$ cat config.mk
export PLATFORM = sky130hd
export DESIGN_NAME = output_interface_flat
export DESIGN_NICKNAME = d
export VERILOG_FILES = /design/src/rtl/output_interface_if.sv /design/src/rtl/output_interface.sv /design/src/flat_wrapper.sv
export SDC_FILE = /design/constraint.sdc
export NUM_CORES = 1
export LEC_CHECK = 0
export CAP_MARGIN = 20
export CORE_ASPECT_RATIO = 1.1
export CORE_MARGIN = 2
export CORE_UTILIZATION = 45
export DETAILED_ROUTE_END_ITERATION = 16
export HOLD_SLACK_MARGIN = 0.06
export PLACE_DENSITY_LB_ADDON = 0.15
export SYNTH_ARGS = -nofsm -noshare
export SYNTH_HDL_FRONTEND = slang
export SYNTH_SLANG_ARGS = --single-unit
$ cat constraint.sdc
create_clock -name clk -period 1.3 [get_ports clk]
set_input_delay 0.195 -clock clk [delete_from_list [all_inputs] [get_ports clk]]
set_output_delay 0.195 -clock clk [all_outputs]
set_load 0.02 [all_outputs]
$ cat src/rtl/output_interface_if.sv
// ---------------------------------------------------------------------------
// output_interface_if
// Bundles the signals between the AES output serializer, the AES core and the
// external byte bus.
//   cipher   [128:1] ciphertext from the AES core, valid while done=1
//   done             one-cycle completion strobe from the AES core
//   dout     [8:1]   current output byte
//   dout_vld         dout holds a valid byte
//   dout_rdy         downstream accepts the byte at this edge
//   last             current byte is the final (16th) byte
//   ready            serializer idle, a new encryption may start
//   ovf              sticky: done arrived while a block was being sent
// Modports:
//   master - the serializer itself (drives the byte bus and status)
//   slave  - the surroundings (core + byte sink)
// ---------------------------------------------------------------------------
interface output_interface_if;
  logic [128:1] cipher;
  logic         done;
  logic [8:1]   dout;
  logic         dout_vld;
  logic         dout_rdy;
  logic         last;
  logic         ready;
  logic         ovf;

  modport master (
    input  cipher, done, dout_rdy,
    output dout, dout_vld, last, ready, ovf
  );

  modport slave (
    output cipher, done, dout_rdy,
    input  dout, dout_vld, last, ready, ovf
  );
endinterface

$ cat src/rtl/output_interface.sv
// ---------------------------------------------------------------------------
// output_interface
// Captures the 128-bit AES ciphertext on the core's done strobe and sends it
// as 16 bytes, MSB byte first, over a valid/ready byte port. ready tells the
// command side when the previous result has fully left the block.
// Ports:
//   clk   - single clock, rising edge
//   rst_  - synchronous active-low reset
//   bus   - output_interface_if.master (cipher/done in, byte bus + status out)
// All outputs are decoded from registered state only.
// ---------------------------------------------------------------------------
module output_interface (
  input  logic                      clk,
  input  logic                      rst_,
  output_interface_if.master        bus
);

  typedef enum logic [0:0] {
    S_ID = 1'b0,
    S_TX = 1'b1
  } state_t;

  state_t       state_q, state_d;
  logic [128:1] shreg_q, shreg_d;
  logic [3:0]   cnt_q,   cnt_d;
  logic         ovf_q,   ovf_d;

  logic [8:1]   dout_s;
  logic         dout_vld_s;
  logic         last_s;
  logic         ready_s;

  // State register: FSM, shift register, byte counter and sticky overflow.
  always_ff @(posedge clk) begin
    if (!rst_) begin
      state_q <= S_ID;
      shreg_q <= 128'h0;
      cnt_q   <= 4'd0;
      ovf_q   <= 1'b0;
    end else begin
      state_q <= state_d;
      shreg_q <= shreg_d;
      cnt_q   <= cnt_d;
      ovf_q   <= ovf_d;
    end
  end

  // Next-state logic: load on done when idle, shift one byte per accepted transfer.
  always_comb begin
    state_d = state_q;
    shreg_d = shreg_q;
    cnt_d   = cnt_q;
    ovf_d   = ovf_q;
    case (state_q)
      S_ID: begin
        if (bus.done) begin
          shreg_d = bus.cipher;
          cnt_d   = 4'd0;
          state_d = S_TX;
        end else begin
          state_d = S_ID;
        end
      end
      S_TX: begin
        // dout_vld is always 1 here, so dout_rdy alone decides the transfer.
        if (bus.dout_rdy) begin
          shreg_d = {shreg_q[120:1], 8'h00};
          cnt_d   = cnt_q + 4'd1;  // wraps to 0 after byte 15
          if (cnt_q == 4'd15) begin
            state_d = S_ID;
          end else begin
            state_d = S_TX;
          end
        end else begin
          state_d = S_TX;
        end
        // A strobe while busy is dropped but remembered.
        if (bus.done) begin
          ovf_d = 1'b1;
        end else begin
          ovf_d = ovf_q;
        end
      end
      default: begin
        state_d = S_ID;
        shreg_d = 128'h0;
        cnt_d   = 4'd0;
        ovf_d   = ovf_q;
      end
    endcase
  end

  // Output decode from registered state only.
  always_comb begin
    dout_s     = 8'h00;
    dout_vld_s = 1'b0;
    last_s     = 1'b0;
    ready_s    = 1'b1;
    case (state_q)
      S_ID: begin
        dout_s     = 8'h00;
        dout_vld_s = 1'b0;
        last_s     = 1'b0;
        ready_s    = 1'b1;
      end
      S_TX: begin
        dout_s     = shreg_q[128:121];
        dout_vld_s = 1'b1;
        last_s     = (cnt_q == 4'd15);
        ready_s    = 1'b0;
      end
      default: begin
        dout_s     = 8'h00;
        dout_vld_s = 1'b0;
        last_s     = 1'b0;
        ready_s    = 1'b1;
      end
    endcase
  end

  assign bus.dout     = dout_s;
  assign bus.dout_vld = dout_vld_s;
  assign bus.last     = last_s;
  assign bus.ready    = ready_s;
  assign bus.ovf      = ovf_q;

endmodule
$ cat src/flat_wrapper.sv
// flat-port wrapper written by rule: the top's interface ports become plain ports
module output_interface_flat 
  (clk, rst_, bus_cipher, bus_done, bus_dout_rdy, bus_dout, bus_dout_vld, bus_last, bus_ready, bus_ovf);
  output_interface_if bus_i ();
  input  logic clk;
  input  logic rst_;
  input wire logic [$bits(bus_i.cipher)-1:0] bus_cipher;
  input wire logic [$bits(bus_i.done)-1:0] bus_done;
  input wire logic [$bits(bus_i.dout_rdy)-1:0] bus_dout_rdy;
  output wire logic [$bits(bus_i.dout)-1:0] bus_dout;
  output wire logic [$bits(bus_i.dout_vld)-1:0] bus_dout_vld;
  output wire logic [$bits(bus_i.last)-1:0] bus_last;
  output wire logic [$bits(bus_i.ready)-1:0] bus_ready;
  output wire logic [$bits(bus_i.ovf)-1:0] bus_ovf;
  assign bus_i.cipher = bus_cipher;
  assign bus_i.done = bus_done;
  assign bus_i.dout_rdy = bus_dout_rdy;
  assign bus_dout = bus_i.dout;
  assign bus_dout_vld = bus_i.dout_vld;
  assign bus_last = bus_i.last;
  assign bus_ready = bus_i.ready;
  assign bus_ovf = bus_i.ovf;
  output_interface u_core (.clk(clk), .rst_(rst_), .bus(bus_i));
endmodule
After elaboration in Yosys (flattened, before gate mapping)
Cells that the tools add are included.
{"block": "totals", "register_bits": 134, "output_inout_bits": 12}
{"block": "op_classes", "add_sub_neg": 1, "eq_ne": 3, "n_mux": 14, "n_bitwise": 1, "reduce_logical": 2}
{"operator": "128-bit two-way mux", "count": 2}
{"operator": "128-bit one-hot mux with 2 select lines", "count": 1}
{"operator": "8-bit one-hot mux with 2 select lines", "count": 1}
{"operator": "4-bit two-way mux", "count": 2}
{"operator": "1-bit one-hot mux with 2 select lines", "count": 4}
{"operator": "4-bit one-hot mux with 2 select lines", "count": 1}
{"operator": "4-bit by 1-bit adder with 4-bit output (second input constant)", "count": 1}
{"operator": "4-bit equality test (second input constant)", "count": 1}
{"operator": "2-bit inequality test (second input constant)", "count": 2}
{"operator": "2-bit AND reduction", "count": 2}
{"operator": "1-bit two-way mux", "count": 3}
{"operator": "1-bit inverter", "count": 1}

Longest topological paths before layout
Gate-level depths: netlist of run 1.
{"block": "depth", "word_depth": 4, "mapped_depth": 6}

Worst setup path after synthesis of run 1
Ideal clock, no wire load.
{"block": "synth_timing", "kind": "register -> register", "startpoint": "register u_core.state_q", "endpoint": "register u_core.shreg_q[39] (netlist name)", "setup_ns": 0.146, "arrival_ns": 1.404, "required_ns": 1.154, "setup_slack_ns": -0.250, "stages_incl_launch_ff": 7, "n_path_buf": 3, "synth_period_minus_slack_ns": 1.550, "cell_sequence": "dfxtp_1 > mux2_1 > buf_4 > buf_6 > buf_2 > nor2_1 > a211oi_2"}
{"block": "synth_via", "elab_chain_cells": 3, "word_cells_on_any_way": 5, "classes_between": "eq/ne (2); mux (1); bitwise (1); reduce/logical (1)"}
{"element": "start, declared", "line_no": "output_interface.sv:23", "rtl": "state_t state_q, state_d;"}
{"element": "start signal, assigned", "line_no": "output_interface.sv:41", "rtl": "state_q <= state_d;"}
{"element": "1-bit inverter", "line_no": "output_interface.sv:54", "rtl": "case (state_q)"}
{"element": "2-bit inequality test (no source line)"}
{"element": "2-bit AND reduction (no source line)"}
{"element": "end signal, assigned", "line_no": "output_interface.sv:42", "rtl": "shreg_q <= shreg_d;"}
{"element": "end, declared", "line_no": "output_interface.sv:24", "rtl": "logic [128:1] shreg_q, shreg_d;"}
Several ways; a longest one is shown, not always the timed one.
A chain may end at the register's enable or synchronous reset.

Final worst setup path of run 1
{"block": "layout_timing", "startpoint": "register u_core.state_q", "endpoint": "register u_core.shreg_q[90] (netlist name)"}
The elaborated chain is that of the path after synthesis.

==> results of run 1 <==
worst max-delay path by stage:
stage | endpoint | cells past startpoint | start | slack [ns]
4_1_cts | u_core.shreg_q[68] | 7 | u_core.state_q | -0.26
5_1_grt | u_core.shreg_q[126] | 6 | u_core.state_q | -0.34
2_1_floorplan | u_core.shreg_q[50] | 6 | u_core.state_q | -0.09
6_report | u_core.shreg_q[90] | 6 | u_core.state_q | -0.31
3_3_place_gp | u_core.shreg_q[32] | 5 | bus_dout_rdy | -0.37
3_5_place_dp | u_core.cnt_q[3] | 4 | bus_dout_rdy | -0.44
worst max-delay path: stages (launching register included):
cell,delay [ns]
dfxtp_4,0.38
buf_4,0.13
clkbuf_16,0.15
buf_12,0.14
buf_16,0.17
mux2i_1,0.37
a211oi_2,0.13
metal layers:
layer / global-route usage / up-vias / share of wire
met5: 0 / - / 0
met4: 0.1332 / 0 / 0.034
met3: 0.05303 / 69 / 0.055
met2: 0.5346 / 272 / 0.53
met1: 0.3783 / 3044 / 0.39
li1: - / 2621 / -
metrics by stage:
step                power, uW  hold slack [ns]  setup TNS [ns]
global route            13710           0.4392          -31.60
finish                  13380           0.4107          -27.85
global placement         6819           0.4573          -42.24
floorplan                6072           0.2920          -7.177
CTS                     12660           0.4141          -23.28
detailed placement       6897           0.4754          -47.51
placed cells by master, fill, tap and decap left out, types with 22 or more instances in the layout:
| cell type | instances |
|---|---|
| dfxtp_1 | 131 |
| clkdlybuf4s50_1 | 129 |
| a211oi_2 | 119 |
| mux2i_1 | 100 |
| nor2_4 | 89 |
| buf_6 | 30 |
| buf_16 | 28 |
| buf_12 | 25 |
| clkbuf_16 | 24 |
| nor2_2 | 22 |
flip-flops by register name, indices dropped and copies added (netlist names):
name            count
u_core.bus.ovf      1
u_core.cnt_q        4
u_core.shreg_q    128
u_core.state_q      1
area by class of cell:
| type | instances | area (um2) |
|---|---|---|
| multi-input cells | 409 | 4509 |
| repair buffers | 250 | 3361 |
| flip-flops and latches | 134 | 2689 |
| fillers | 610 | 1916 |
| clock buffers | 26 | 499.2 |
| well taps | 184 | 230.2 |
| clock inverters | 4 | 45.04 |
| inverters | 3 | 16.27 |
| diodes | 1 | 2.502 |
what timing repair did:
action	in CTS	in global routing
hold buffers	0	0
resized for setup	311	147
setup buffers	28	10
pin swaps	9	29
gates cloned	36	7
endpoints found under the setup margin	143	144
endpoints found under the hold margin	0	0
cell families after synthesis:
logic type,after synthesis,share of synthesized area
and+or+nand+nor,144,0.09367
AOI/OAI and AO/OA,138,0.2167
DFF,134,0.4376
muxes,122,0.1994
buffers and inverters,61,0.05061
adders and majority gates,1,0.002040
power breakdown:
group          internal [uW]  switching, uW
logic                   2110           1710
clock network           2800           1820
registers               4490            438
total                   9400           3980
cells in the mapped netlist (3+ instances only):
cell | n | area, um2
a211oi_1 | 62 | 465.5
a22oi_1 | 8 | 60.06
dfxtp_1 | 134 | 2683
clkbuf_1 | 19 | 71.32
buf_6 | 3 | 33.78
nor2_1 | 130 | 488.0
buf_2 | 29 | 145.1
buf_4 | 6 | 45.04
a211oi_2 | 61 | 763.2
mux2i_1 | 121 | 1211
and2_1 | 9 | 56.30
o21ai_0 | 3 | 15.01
==> metrics.txt, run 1 <==
outcome=complete, but fails checks; failing checks=setup timing; vias in the first global route=a little over 6000; normalized max-slew margin=0.6327; f_max=0.6195 GHz; proportion of layout cells with a drive suffix above 1=0.5182; post-synthesis register bit count=~130; Seq/Total Area, Yosys=0.4376; setup slack at placement=-0.4357 ns; htree depth=4; Hold Crit Depth=3; worst-margin pin slew=0.5509 ns; EDFF count, synth=0; Worst setup SP type=flop; first-pass GRT wire length=34.46 mm; Reg2Reg Setup Slack=-0.31 ns; power per cell area=about 1200 nW/um2; worst vdd ir=approximately 0.87 mV; num rows=44; core area=around 13000 um2; Crit Path Max Fanout=8; Worst-Skew Late Latency=0.43 ns; DIE HEIGHT=approximately 130 um; fin crit share=1.242; max_cap viols=0; I/O Buffers=143; Remaining DRCs=0; gpl congestion=between 0.8 and 0.9; CTS Buf Count=17; final setup violation count=around 140; Vias=~6000; dpl cells=911; Worst Hold Launch=bus_cipher[4]; All-Layer GR Usage=0.3101; WL per Instance=25.32 um; Hold Path Sink=u_core.shreg_q[5]; syn_area_per_cell=around 10 um2; required time of the critical path=~1.6 ns; Mapped Cells=600; post-synth net total=733; TritonCTS clock tree=yes; final layout net count=around 950; final instance area=~11000 um2; Final Hold Fails=0; crit end category=flop; clk slew on worst S/H paths=about 0.06 ns; starting density of the core=0.4621; Post-Syn Area=slightly above 6000 um2; final cell count without fillers=between 1000 and 1500; die width=approximately 120 um; Final min period=roughly 1.6 ns; Area Overhead vs Synth=85.16%; utilization after layout=0.8556; hold crit path type=primary input to flop; RR Endpoint=u_core.shreg_q[90]; RSZ-0062 raised after global routing=true; critical path class=flop to flop; Remaining Overflow, GRT=0; ANT nets after route=0; Worst Skew=between 0.007 and 0.008 ns; R2R cell count=6; largest net degree at the start of global routing=24; Synth Warn #=0; final worst setup slack=-0.3143 ns; Yosys cell types=24; I/O Pins=between 100 and 150; CTS sink cnt=134; clk buf depth=2; Post-synth ARST share=0; top_reg_cell synth=dfxtp_1; Max Slew Vio Count=0; Worst Path Arrival=approximately 1.9 ns; vias per inst=around 5.9; Initial DRT Pass Iterations=5; clock root cell=clkbuf_16; LEAKAGE=0.004219 uW; initial antenna violation count=1; final WL=around 26 mm; DIE AREA=about 15000 um2; reg-to-reg startpoint=u_core.state_q; area of placed instances=about 8100 um2; DP HPWL=about 11 mm; drt initial violations=~420
Note: power is estimated with default switching activity, not from simulation.
==> inputs of run 2 (changes only) <==
- CELL_PAD_IN_SITES_DETAIL_PLACEMENT: default -> 0
- CELL_PAD_IN_SITES_GLOBAL_PLACEMENT: default -> 2
- CORE_UTILIZATION: 45 -> 28
==> metrics.txt, run 2 (synthesis results as in run 1) <==
gpl congestion=0.7399 (was 0.8111); htree depth=4 (unchanged); hold crit path type=primary input to flop (unchanged); final worst setup slack=-0.2433 ns (was -0.3143 ns); Worst Path Arrival=1.85 ns (was 1.91 ns); DIE AREA=23100 um2 (was 14580 um2); Vias=5294 (was 6006); Int Pwr=9181 uW (was 9400 uW); final cell count without fillers=1096 (was 1011); Final Hold Fails=0 (unchanged); Worst setup SP type=flop (unchanged); I/O Pins=144 (unchanged); vias per inst=4.830 (was 5.941); num rows=56 (was 44); Net Sw Frac=0.2888 (was 0.2972); core area=21440 um2 (was 13270 um2); initial antenna violation count=0 (was 1); clk buf depth=2 (unchanged); crit-path cells=buf_8 -> buf_12 -> mux2_4 -> bufbuf_16 -> nor2_2 -> a211oi_2 (was buf_4 -> clkbuf_16 -> buf_12 -> buf_16 -> mux2i_1 -> a211oi_2); WL per Instance=18.37 um (was 25.32 um); Worst-Skew Late Latency=0.42 ns (was 0.43 ns); drt initial violations=141 (was 421); TritonCTS clock tree=yes (unchanged); required time of the critical path=1.60 ns (was 1.59 ns); Clock power frac=0.373 (was 0.346); worst vdd ir=0.8744 mV (was 0.8724 mV); CTS sink cnt=134 (unchanged); Remaining DRCs=0 (unchanged); failing checks=setup timing (unchanged); starting density of the core=0.2859 (was 0.4621); Area Overhead vs Synth=77.61% (was 85.16%); power consumption=12910 uW (was 13380 uW); # diodes=0 (was 1); die width=145.1 um (was 115.3 um); final WL=20.13 mm (was 25.60 mm); Remaining Overflow, GRT=0 (unchanged); Worst path slowest cell=dfxtp_4 (unchanged); normalized max-slew margin=0.7055 (was 0.6327); Final min period=1.543 ns (was 1.614 ns); critical path class=flop to flop (unchanged); vias in the first global route=5722 (was 6227); max reg flops=128 (unchanged); Initial DRT Pass Iterations=4 (was 5); largest net degree at the start of global routing=27 (was 24); Switch Pwr=3727 uW (was 3975 uW); CTS Buf Count=17 (unchanged); clock root cell=clkbuf_16 (unchanged); Worst Skew=0.007858 ns (was 0.007726 ns); Gate power share=0.253 (was 0.286); crit end category=flop (unchanged); worst-margin pin slew=0.4417 ns (was 0.5509 ns); Max Slew Vio Count=0 (unchanged); slowest cell delay on critical path=0.36 ns (was 0.38 ns); post-cts hold buffer count=0 (unchanged); f_max=0.6480 GHz (was 0.6195 GHz); final setup violation count=143 (was 142); dpl cells=1015 (was 911); clk slew on worst S/H paths=0.06 ns (about the same); Biggest register=u_core.shreg_q (unchanged); ANT nets after route=0 (unchanged); All-Layer GR Usage=0.1691 (was 0.3101); first-pass GRT wire length=30.91 mm (was 34.46 mm); largest registers=u_core.shreg_q (128), u_core.cnt_q (4) (unchanged); power per cell area=1185 nW/um2 (was 1178 nW/um2); fin crit share=1.187 (was 1.242); LEAKAGE=0.003999 uW (was 0.004219 uW); DIE HEIGHT=159.2 um (was 126.4 um); RSZ-0062 raised after global routing=true (unchanged); DP HPWL=11.52 mm (was 10.78 mm); I/O Buffers=143 (unchanged); top cell family by delay on the critical path=buffers and inverters (unchanged); Flop pwr share=0.374 (was 0.368); Crit Path Max Fanout=10 (was 8); Worst Path Buf+Inv=3 (was 4); most frequent cells in the layout=dfxtp_1, clkdlybuf4s50_1, a211oi_2, mux2i_1, nor2_4 (unchanged); final layout net count=926 (was 948); proportion of layout cells with a drive suffix above 1=0.5025 (was 0.5182); leading cell type in the layout, fill and taps excluded=dfxtp_1 (unchanged); max_cap viols=0 (unchanged); outcome=complete, but fails checks (unchanged)
==> run 2: changes by cell type in the layout (fill, tap and decap cells not counted), moves of 4 or more <==
cell,change
nor2_4,-18
buf_4,+4
buf_16,-9
clkinvlp_4,+4
mux2i_4,-7
mux2i_1,+10
buf_12,-6
clkbuf_8,-4
nor2_1,-5
nor2_2,+23
buf_6,-10
==> run 2: worst min-delay path, cell delays in order <==
cell             delay [ns]
clkdlybuf4s50_1        0.47
a22oi_2                0.07
nor2_1                 0.07
==> run 2: path summary, 6_finish.rpt <==
check	startpoint	endpoint	slack [ns]	depth (start not counted)
setup / recovery	u_core.state_q	u_core.shreg_q[42]	-0.24	6
hold / removal	bus_cipher[6]	u_core.shreg_q[7]	0.42	3
setup reg to reg	u_core.state_q	u_core.shreg_q[42]	-0.24	6
hold reg to reg	u_core.bus.ovf	u_core.bus.ovf	0.48	2
==> run 2: power by group through the flow <==
stage               Combinational (uW)  Sequential [uW]  Clock, uW
floorplan                         1360             4720          0
global placement                  2110             4780          0
detailed placement                2150             4790          0
CTS                               3000             4780       4930
global route                      3490             4870       5100
finish                            3260             4830       4810
==> run 2: per-layer routing <==
layer,share of wire,GRT usage,vias up
met4,0.014,0.05570,0
met2,0.52,0.3041,92
met5,0,0,-
met3,0.032,0.03524,25
met1,0.44,0.2007,2589
li1,-,-,2588
==> run 2: layout make-up <==
class | count | area (um2)
Fill cell | 1967 | 10550
Multi-Input combinational cell | 408 | 4305
Timing Repair Buffer | 229 | 2933
Sequential cell | 134 | 2689
Clock buffer | 19 | 432.9
Tap cell | 290 | 362.8
Clock inverter | 13 | 150.1
Inverter | 3 | 16.27
==> run 2: metrics by stage <==
step           TNS (ns)  cell area, um2  hold slack [ns]    util  worst slack [ns]
2_1_floorplan    -7.177            6290           0.2920       -          -0.08695
3_3_place_gp     -41.96            8237           0.4584  0.3842           -0.4144
3_5_place_dp     -45.61            8237           0.4700  0.3842           -0.4638
4_1_cts          -26.24           10300           0.4032  0.4806           -0.2569
5_1_grt          -31.18           10890           0.4352  0.5079           -0.2883
6_report         -25.57           10890           0.4231  0.5079           -0.2433
==> run 2: what timing repair did <==
item | in CTS | in global routing
resized for setup | 286 | 104
pin swaps | 9 | 13
endpoints found under the setup margin | 144 | 144
buffers inserted | 20 | 5
cloned | 20 | 11
==> inputs of run 3 (changes only) <==
- CAP_MARGIN: 20 -> default
==> results of run 3 <==
The final DEF is identical to that of run 2; final timing and power are the same.
